## config.mk

```make
export PLATFORM = sky130hd
export DESIGN_NAME = input_controller
export DESIGN_NICKNAME = d
export VERILOG_FILES = /design/src/rtl/input_pkg.sv /design/src/rtl/input_debounce.sv /design/src/rtl/input_controller.sv
export SDC_FILE = /design/constraint.sdc
export NUM_CORES = 1
export LEC_CHECK = 0
export CAP_MARGIN = 30
export CORE_MARGIN = 8
export CORE_UTILIZATION = 51
export DETAILED_ROUTE_END_ITERATION = 8
export PLACE_DENSITY_LB_ADDON = 0.15
export SLEW_MARGIN = 10
export SYNTH_ARGS = -nofsm -noshare
export SYNTH_HDL_FRONTEND = slang
export SYNTH_SLANG_ARGS = --single-unit
```

## constraint.sdc

```tcl
create_clock -name clk -period 2.3 [get_ports clk]
set_input_delay 0.345 -clock clk [delete_from_list [all_inputs] [get_ports clk]]
set_output_delay 0.345 -clock clk [all_outputs]
set_load 0.02 [all_outputs]
```

## src/rtl/input_pkg.sv

```systemverilog
// Shared constants and FSM state type for the input controller.
// Index map of the 46-bit input vector, address width and read states.
package input_pkg;

    localparam int unsigned NUM_INPUTS = 46;
    localparam int unsigned ADDR_W     = 6;
    localparam int unsigned DATA_W     = 16;
    localparam int unsigned NUM_BTN    = 6;
    localparam int unsigned NUM_DB     = 14;

    localparam int unsigned BTN_BASE   = 0;
    localparam int unsigned SW_BASE    = 6;
    localparam int unsigned GPIO6_BASE = 14;
    localparam int unsigned GPIO7_BASE = 22;
    localparam int unsigned GPIO8_BASE = 30;
    localparam int unsigned GPIO9_BASE = 38;

    typedef enum logic [1:0] {
        IDLE   = 2'd0,
        LOOKUP = 2'd1,
        RESP   = 2'd2
    } state_t;

endpackage

```

## src/rtl/input_debounce.sv

```systemverilog
// Per-bit synchroniser, sample history and stable-level filter for
// active-low board inputs.
//   clk, rst_n : clock, async active-low reset
//   tick       : shared sample strobe (one cycle wide)
//   raw_n      : raw active-low pins
//   level      : debounced, polarity-corrected (active-high) level
module input_debounce #(
    parameter int unsigned WIDTH   = 14,
    parameter int unsigned SAMPLES = 3
) (
    input  logic             clk,
    input  logic             rst_n,
    input  logic             tick,
    input  logic [WIDTH-1:0] raw_n,
    output logic [WIDTH-1:0] level
);

    logic [WIDTH-1:0]              sync1;
    logic [WIDTH-1:0]              sync2;
    logic [WIDTH-1:0]              sample_c;
    logic [WIDTH-1:0][SAMPLES-1:0] hist;
    logic [WIDTH-1:0][SAMPLES-1:0] hist_next_c;

    // Inversion after the synchroniser: pressed/closed reads as 1.
    assign sample_c = ~sync2;

    // History with the current sample shifted in at the LSB.
    always_comb begin
        hist_next_c = hist;
        for (int i = 0; i < int'(WIDTH); i++) begin
            hist_next_c[i] = (hist[i] << 1) | SAMPLES'(sample_c[i]);
        end
    end

    // Two-flop synchroniser.
    always_ff @(posedge clk or negedge rst_n) begin
        if (!rst_n) begin
            sync1 <= '0;
            sync2 <= '0;
        end else begin
            sync1 <= raw_n;
            sync2 <= sync1;
        end
    end

    // Level moves only once the whole history agrees.
    always_ff @(posedge clk or negedge rst_n) begin
        if (!rst_n) begin
            hist  <= '0;
            level <= '0;
        end else if (tick) begin
            hist <= hist_next_c;
            for (int i = 0; i < int'(WIDTH); i++) begin
                if (&hist_next_c[i]) begin
                    level[i] <= 1'b1;
                end else if (~|hist_next_c[i]) begin
                    level[i] <= 1'b0;
                end
            end
        end
    end

endmodule

```

## src/rtl/input_controller.sv

```systemverilog
// Board input controller: synchronises/debounces buttons and switches,
// synchronises GPIO, latches button presses and answers single-bit reads.
//   clk, rst_n          : clock, async active-low reset
//   buttons[5:0]        : raw buttons, active-low
//   switches[7:0]       : raw switches, active-low
//   gpio_p6..gpio_p9    : raw GPIO, active-high
//   rd_req, rd_addr     : read request (level) and input index
//   rd_ack, rd_data     : one-cycle ack with zero-extended bit
//   inputs_now[45:0]    : {gpio_p9, gpio_p8, gpio_p7, gpio_p6, switches, buttons}
//   irq                 : only with INPUT_IRQ_EN, high while any press is latched
module input_controller
    import input_pkg::*;
#(
    parameter logic [15:0] DEBOUNCE_TICKS   = 16'd50000,
    parameter int unsigned DEBOUNCE_SAMPLES = 3
) (
    input  logic                  clk,
    input  logic                  rst_n,
    input  logic [NUM_BTN-1:0]    buttons,
    input  logic [7:0]            switches,
    input  logic [7:0]            gpio_p6,
    input  logic [7:0]            gpio_p7,
    input  logic [7:0]            gpio_p8,
    input  logic [7:0]            gpio_p9,
    input  logic                  rd_req,
    input  logic [ADDR_W-1:0]     rd_addr,
    output logic                  rd_ack,
    output logic [DATA_W-1:0]     rd_data,
    output logic [NUM_INPUTS-1:0] inputs_now
`ifdef INPUT_IRQ_EN
   ,output logic                  irq
`endif
);

    logic [15:0]         presc;
    logic                tick_c;
    logic [NUM_DB-1:0]   db_level;
    logic [31:0]         gpio_s1;
    logic [31:0]         gpio_s2;
    logic [NUM_BTN-1:0]  btn_prev;
    logic [NUM_BTN-1:0]  press;
    logic [NUM_BTN-1:0]  clr_c;
    logic [NUM_BTN-1:0]  press_next_c;
    logic                lookup_bit_c;
    state_t              state;
    logic [ADDR_W-1:0]   addr_q;

    // Free-running sample prescaler.
    assign tick_c = (presc == DEBOUNCE_TICKS - 16'd1);

    always_ff @(posedge clk or negedge rst_n) begin
        if (!rst_n) begin
            presc <= '0;
        end else begin
            presc <= tick_c ? 16'd0 : presc + 16'd1;
        end
    end

    input_debounce #(
        .WIDTH   (NUM_DB),
        .SAMPLES (DEBOUNCE_SAMPLES)
    ) u_debounce (
        .clk   (clk),
        .rst_n (rst_n),
        .tick  (tick_c),
        .raw_n ({switches, buttons}),
        .level (db_level)
    );

    // GPIO is synchronised only, no debounce or inversion.
    always_ff @(posedge clk or negedge rst_n) begin
        if (!rst_n) begin
            gpio_s1 <= '0;
            gpio_s2 <= '0;
        end else begin
            gpio_s1 <= {gpio_p9, gpio_p8, gpio_p7, gpio_p6};
            gpio_s2 <= gpio_s1;
        end
    end

    assign inputs_now[BTN_BASE   +: NUM_DB] = db_level;
    assign inputs_now[GPIO6_BASE +: 8]      = gpio_s2[7:0];
    assign inputs_now[GPIO7_BASE +: 8]      = gpio_s2[15:8];
    assign inputs_now[GPIO8_BASE +: 8]      = gpio_s2[23:16];
    assign inputs_now[GPIO9_BASE +: 8]      = gpio_s2[31:24];

    // Press latch: a rising edge in the same cycle as a clear wins.
    always_comb begin
        clr_c = '0;
        for (int i = 0; i < int'(NUM_BTN); i++) begin
            clr_c[i] = (state == RESP) && (addr_q == ADDR_W'(i));
        end
        press_next_c = (press & ~clr_c) | (db_level[NUM_BTN-1:0] & ~btn_prev);
    end

    always_ff @(posedge clk or negedge rst_n) begin
        if (!rst_n) begin
            btn_prev <= '0;
            press    <= '0;
        end else begin
            btn_prev <= db_level[NUM_BTN-1:0];
            press    <= press_next_c;
        end
    end

    // Selected bit for the captured address; out-of-range reads as 0.
    always_comb begin
        lookup_bit_c = 1'b0;
        if (addr_q < ADDR_W'(SW_BASE)) begin
            lookup_bit_c = inputs_now[addr_q[2:0]] | press[addr_q[2:0]];
        end else if (addr_q < ADDR_W'(NUM_INPUTS)) begin
            lookup_bit_c = inputs_now[addr_q];
        end
    end

    // Read handshake: IDLE -> LOOKUP -> RESP, ack high during RESP.
    always_ff @(posedge clk or negedge rst_n) begin
        if (!rst_n) begin
            state   <= IDLE;
            addr_q  <= '0;
            rd_ack  <= 1'b0;
            rd_data <= '0;
        end else begin
            case (state)
                IDLE: begin
                    rd_ack <= 1'b0;
                    if (rd_req) begin
                        addr_q <= rd_addr;
                        state  <= LOOKUP;
                    end
                end
                LOOKUP: begin
                    rd_ack  <= 1'b1;
                    rd_data <= DATA_W'(lookup_bit_c);
                    state   <= RESP;
                end
                RESP: begin
                    rd_ack <= 1'b0;
                    state  <= IDLE;
                end
                default: begin
                    rd_ack <= 1'b0;
                    state  <= IDLE;
                end
            endcase
        end
    end

`ifdef INPUT_IRQ_EN
    // Tracks the latch set itself, so it falls together with the last clear.
    always_ff @(posedge clk or negedge rst_n) begin
        if (!rst_n) begin
            irq <= 1'b0;
        end else begin
            irq <= |press_next_c;
        end
    end
`endif

endmodule

```

After elaboration in Yosys (flattened, before gate mapping)
Cells that the tools add are included.
{"block": "totals", "out_inout_bits": 63, "elab_cells": 180, "register_bits": 172, "in_bits": 55, "latchBits": 0, "mem_bits_rw": 0, "mem_bits_ro": 0, "mem_count": 0}
{"block": "op_classes", "n_shift": 0, "n_mux": 40, "eq_ne": 23, "magnitude_cmp": 5, "bitwise_logic": 21, "n_reduce_logical": 51, "addsub": 1, "n_div": 0, "mul": 0}
{"op": "3-bit by 1-bit OR with 3-bit output", "n": 14}
{"op": "3-bit AND reduction", "n": 14}
{"op": "3-bit OR reduction", "n": 14}
{"op": "1-bit two-way mux", "n": 34}
{"op": "2-bit AND reduction", "n": 15}
{"op": "2-bit by 1-bit != test with 1-bit output, second input constant", "n": 14}
{"op": "16-bit by 1-bit adder with 16-bit output, second input constant", "n": 1}
{"op": "16-bit == test, second input constant", "n": 1}
{"op": "16-bit two-way mux", "n": 1}
{"op": "14-bit inverter", "n": 1}
{"op": "6-bit AND", "n": 2}
{"op": "6-bit by 2-bit == test with 1-bit output, second input constant", "n": 2}
{"op": "6-bit by 3-bit == test with 1-bit output, second input constant", "n": 2}
{"op": "6-bit inverter", "n": 2}
{"op": "3-bit by 7-bit less-than comparator with 1-bit output, second input constant", "n": 1}
{"op": "6-bit by 7-bit less-than comparator with 1-bit output, second input constant", "n": 1}
{"op": "1-bit binary-select mux with 3-bit select", "n": 2}
{"op": "1-bit binary-select mux with 6-bit select", "n": 1}
{"op": "6-bit by 1-bit == test with 1-bit output, second input constant", "n": 1}
{"op": "1-bit logical AND", "n": 6}
{"op": "6-bit logical NOT", "n": 1}
{"op": "6-bit by 3-bit less-than comparator with 1-bit output, second input constant", "n": 1}
{"op": "6-bit less-than comparator, second input constant", "n": 1}
{"op": "6-bit OR", "n": 1}
{"op": "other kinds (8)", "n": 8}

Longest topological paths before layout
{"block": "depth", "word_depth": 5, "ltp_mapped": 7, "mapped_depth_nobuf": 5}

Modules after synthesis
From an unflattened synthesis, not the netlist that was laid out.
{"block": "unflattened", "cells_unflattened": 439, "area_unflattened_um2": 6443.7}
{"module": "input_controller", "area_per_inst_um2": 3802.4, "instances": 1, "seq_area_each_um2": 2552.4, "cells_per_inst": 265}
{"module": "input_debounce", "area_per_inst_um2": 2641.3, "instances": 1, "seq_area_each_um2": 1751.7, "cells_per_inst": 174}

Worst setup path before layout
Ideal clock, no wire load.
{"block": "synth_path", "kind": "reg-to-reg", "from": "register presc[7]", "to": "register u_debounce.level[13]", "path_stages_with_launch": 6, "synth_period_minus_slack_ns": 1.872, "arrival_ns": 1.744, "n_path_buf": 1, "required_ns": 2.172, "setup_ns": 0.128, "setup_slack_ns": 0.428, "cell_sequence": "dfrtp_1 -> or3_4 -> or4_4 -> buf_2 -> o31ai_2 -> o21ai_1"}
{"block": "synth_between", "elab_chain_cells": 2}
{"element": "start: declaration", "line_no": "input_controller.sv:35", "source": "logic [15:0] presc;"}
{"element": "start signal: assignment", "line_no": "input_controller.sv:55", "source": "presc <= tick_c ? 16'd0 : presc + 16'd1;"}
{"element": "16-bit == test", "line_no": "input_controller.sv:49", "source": "assign tick_c = (presc == DEBOUNCE_TICKS - 16'd1);"}
{"element": "2-bit AND reduction (no line)"}
{"element": "end signal: assignment", "line_no": "input_debounce.sv:50", "source": "level <= '0;"}
{"element": "end signal: indexed assignment", "line_no": "input_debounce.sv:55", "source": "level[i] <= 1'b1;"}
{"element": "end signal: indexed assignment", "line_no": "input_debounce.sv:57", "source": "level[i] <= 1'b0;"}
{"element": "end: declaration", "line_no": "input_debounce.sv:15", "source": "output logic [WIDTH-1:0] level"}
No other way between the ends.
A chain may end at the register's enable or synchronous reset.

Worst setup path after layout
{"block": "layout_path", "from": "register presc[4]", "to": "register u_debounce.level[7]"}
The elaborated chain is that of the path after synthesis.

==> results.ini <==
[synth]
yosys_warnings = 0
synth_cell_type_count = 44
ys_ff_latch = 172
async_reset_ff_share_pct = 100
synth.avg_cell_area_um2 = 13.5
synth_edf_count = 0
yosysSeqAreaShare_pct = 70.1
synth-main-ff-cell = dfrtp_1
synth_area_um2 = 6140
synth_cells = 453

[die]
dieArea_um2 = 15800
initial_core_util_pct = 51.7
die-width_um = 126
die_y_um = 126
core-area_um2 = 11900
row_count = 40
ios = 118

[global_route]
grt_max_degree = 66
grt_pass1_vias = 3970
grt_pass1_wl_mm = 21.0
overflow = 0
grt_usage_pct = 17.0
antenna_found_initial = 0

[sta]
hold_viol = 0
timing.fmax_mhz = 482
drv_slew = 0
finalClockSkew_ns = 0.00643
finalSetupViolCount = 0
rsz0062_at_grt = false
timing.final.crit_share_pct = 90.2
fin_crit_ns = 2.07
tightest_slew_ns = 0.587
slew_headroom_pct = 60.9
finalSetupTns_ns = 0

[cts]
cts-resized-gates = 0
cts-root-buf = clkbuf_16
cts_buffers = 17
insertion_delay_ns = 0.42
clock_sinks = 172
clk_pin_slew_ns = 0.06
cts_tree = built
htree_levels = 4
cts.path.max_buffers = 2

[detailed_routing]
routed_wl_mm = 12.5
num_vias = 3815
route.antenna.remaining_nets = 0
drc = 0
drt_iter0_drc = 277
routedWlPerCell_um = 17.2
routed_via_density = 5.25
firstDrtPassIters = 6

[finish]
drive_gt1_share_pct = 12.4
area.growth.synth_to_final_pct = 30.0
final.fill_count = 848
multi_input_area_um2 = 1640
nets = 623
fin_util_pct = 67.3
diodes = 0
seq_area_um2 = 4300

[worst_setup_path]
r2r_cells = 6
reg2reg_slack_ns = 0.23
r2r_end = u_debounce.level[7]$_DFFE_PN0P_
crit_end = u_debounce.level[7]$_DFFE_PN0P_
critical_path.max_fanout = 57
crit_path_end_kind = register
crit_path_start_kind = register
setup.worst_path.class = reg -> reg
worstPathRequired_ns = 2.59
r2r-start = presc[4]$_DFF_PN0_
startpoint = presc[4]$_DFF_PN0_
arrival_ns = 2.36

[placed_design]
port_buffers = 102
dpl.hpwl_mm = 8.79
place_congestion = 0.806

[hold_path]
hold_class = reg -> reg

[pwr]
p_leak_nw = 3.54
power_density_nw_per_um2 = 883
ir_drop_mv = 0.699

[flow_run]
cap_violations = 0

[outcome]
outcome = finished, final reports clean

==> Yosys cell counts, types with 4 or more instances <==
master      n  share of area [%]
o21ai_0    15                1.2
nand4_1     5               0.51
xnor2_1     5               0.71
mux2i_1     5               0.82
o31ai_1    10                1.2
clkbuf_1    7               0.43
dfrtp_1   172                 70
buf_2       8               0.65
inv_1       9               0.55
nor3_1      7               0.57
buf_4      15                1.8
mux4_2      9                3.3
o21ai_1    20                1.6
nand2b_1    7               0.71
nor2_1      9               0.55
mux2_2     14                2.6
xor2_1      7                1.0
nand3_1     6               0.49
a31oi_1    15                1.5
a21oi_1     4               0.33
nand2_1    65                4.0
o22ai_1     9               0.92
==> flip-flops by register name, indices dropped and copies added, names as in the netlist, 14 cells and up <==
name,cells
gpio_s1,32
gpio_s2,32
presc,16
u_debounce.hist,28
u_debounce.sync2,14
u_debounce.level,14
u_debounce.sync1,14
==> critical path, stage by stage (launching register included) <==
cell and delay (ns):
dfrtp_1 0.41, nor4_1 0.29, nand3_1 0.18, or4_4 0.52, buf_12 0.20, o31ai_1 0.24, o21ai_1 0.10
==> worst min path at each step <==
stage	start	slack, ns	to	cells past startpoint
2_1_floorplan	rst_n	0.05	addr_q[0]$_DFFE_PN0P_	0
3_3_place_gp	gpio_s1[14]$_DFF_PN0_	0.33	gpio_s2[14]$_DFF_PN0_	0
3_5_place_dp	gpio_s1[20]$_DFF_PN0_	0.33	gpio_s2[20]$_DFF_PN0_	0
4_1_cts	gpio_p9[1]	0.34	gpio_s1[25]$_DFF_PN0_	1
5_1_grt	buttons[4]	0.34	u_debounce.sync1[4]$_DFF_PN0_	1
6_report	gpio_s1[18]$_DFF_PN0_	0.35	gpio_s2[18]$_DFF_PN0_	0
==> routing by layer <==
metal / share of wire [%] / vias up / track usage [%]
met5: 0 / - / 0
met4: 1.3 / 0 / 6.38
met3: 5.3 / 12 / 5.74
met2: 50 / 94 / 27.2
met1: 43 / 1932 / 21.1
li1: - / 1777 / -
==> layout make-up <==
type | count | share of cell area [%]
clock buffers | 22 | 6.19
clock inverters | 10 | 1.99
inverters | 9 | 0.423
multi-input cells | 253 | 20.5
flip-flops and latches | 172 | 53.9
well taps | 147 | 2.31
repair buffers | 114 | 14.6
==> through the flow <==
stage	total power [W]	hold slack (ns)	cells	area [um^2]	setup slack [ns]
4_1_cts	0.00712	0.345	727	7980	0.220
3_3_place_gp	0.00403	0.331	694	7320	0.317
6_report	0.00704	0.347	727	7980	0.226
2_1_floorplan	0.00368	0.0494	467	6190	0.428
3_5_place_dp	0.00404	0.335	694	7320	0.243
5_1_grt	0.00730	0.342	727	7980	0.104
==> cells by family (layout without fill, tap and decap cells) <==
group / after synthesis / after routing / synth area share [%]
adders and majority gates: 1 / 1 / 0.204
buffers and inverters: 42 / 155 / 4.02
other: 1 / 15 / 0.0611
and+or+nand+nor: 117 / 117 / 9.32
AOI/OAI and AO/OA: 80 / 80 / 7.87
muxes: 28 / 28 / 6.69
DFF: 172 / 172 / 70.1
xor gates and xnor gates: 12 / 12 / 1.71
==> power breakdown <==
group / internal [W] / total, W / leakage [nW] / switching [W]
registers: 0.00315 / 0.00325 / 2.16 / 0.0000984
clock network: 0.00196 / 0.00306 / 0.319 / 0.00110
logic: 0.000377 / 0.000735 / 1.07 / 0.000358
==> cell usage in the layout (no fill, tap or decap), types with 2 or more instances in the layout <==
cell	netlist	final
clkinvlp_4	0	2
clkinv_2	0	3
nand4_1	5	5
a21oi_1	4	4
a31oi_1	15	15
bufinv_16	0	4
o21ai_1	20	20
mux2i_1	5	5
mux2_2	14	14
xor2_1	7	7
buf_12	0	4
o21ai_0	15	15
o22ai_1	9	9
xnor2_1	5	5
inv_1	9	9
nor3b_1	3	3
clkbuf_8	0	5
and2_1	3	3
conb_1	1	15
nand2b_1	7	7
dfrtp_1	172	172
nor3_1	7	7
buf_4	15	7
nand2_1	65	65
o31ai_1	10	10
or3_1	3	3
nand3_1	6	6
clkbuf_16	0	17
nor2_1	9	9
mux4_2	9	9
clkdlybuf4s50_1	0	101
==> what timing repair did <==
item | CTS | global route
hold buffers | 1 | 0
hold endpoints to repair | 62 | 0
setup buffers | 0 | 0
No activity file was read; power rests on OpenSTA's default activity.
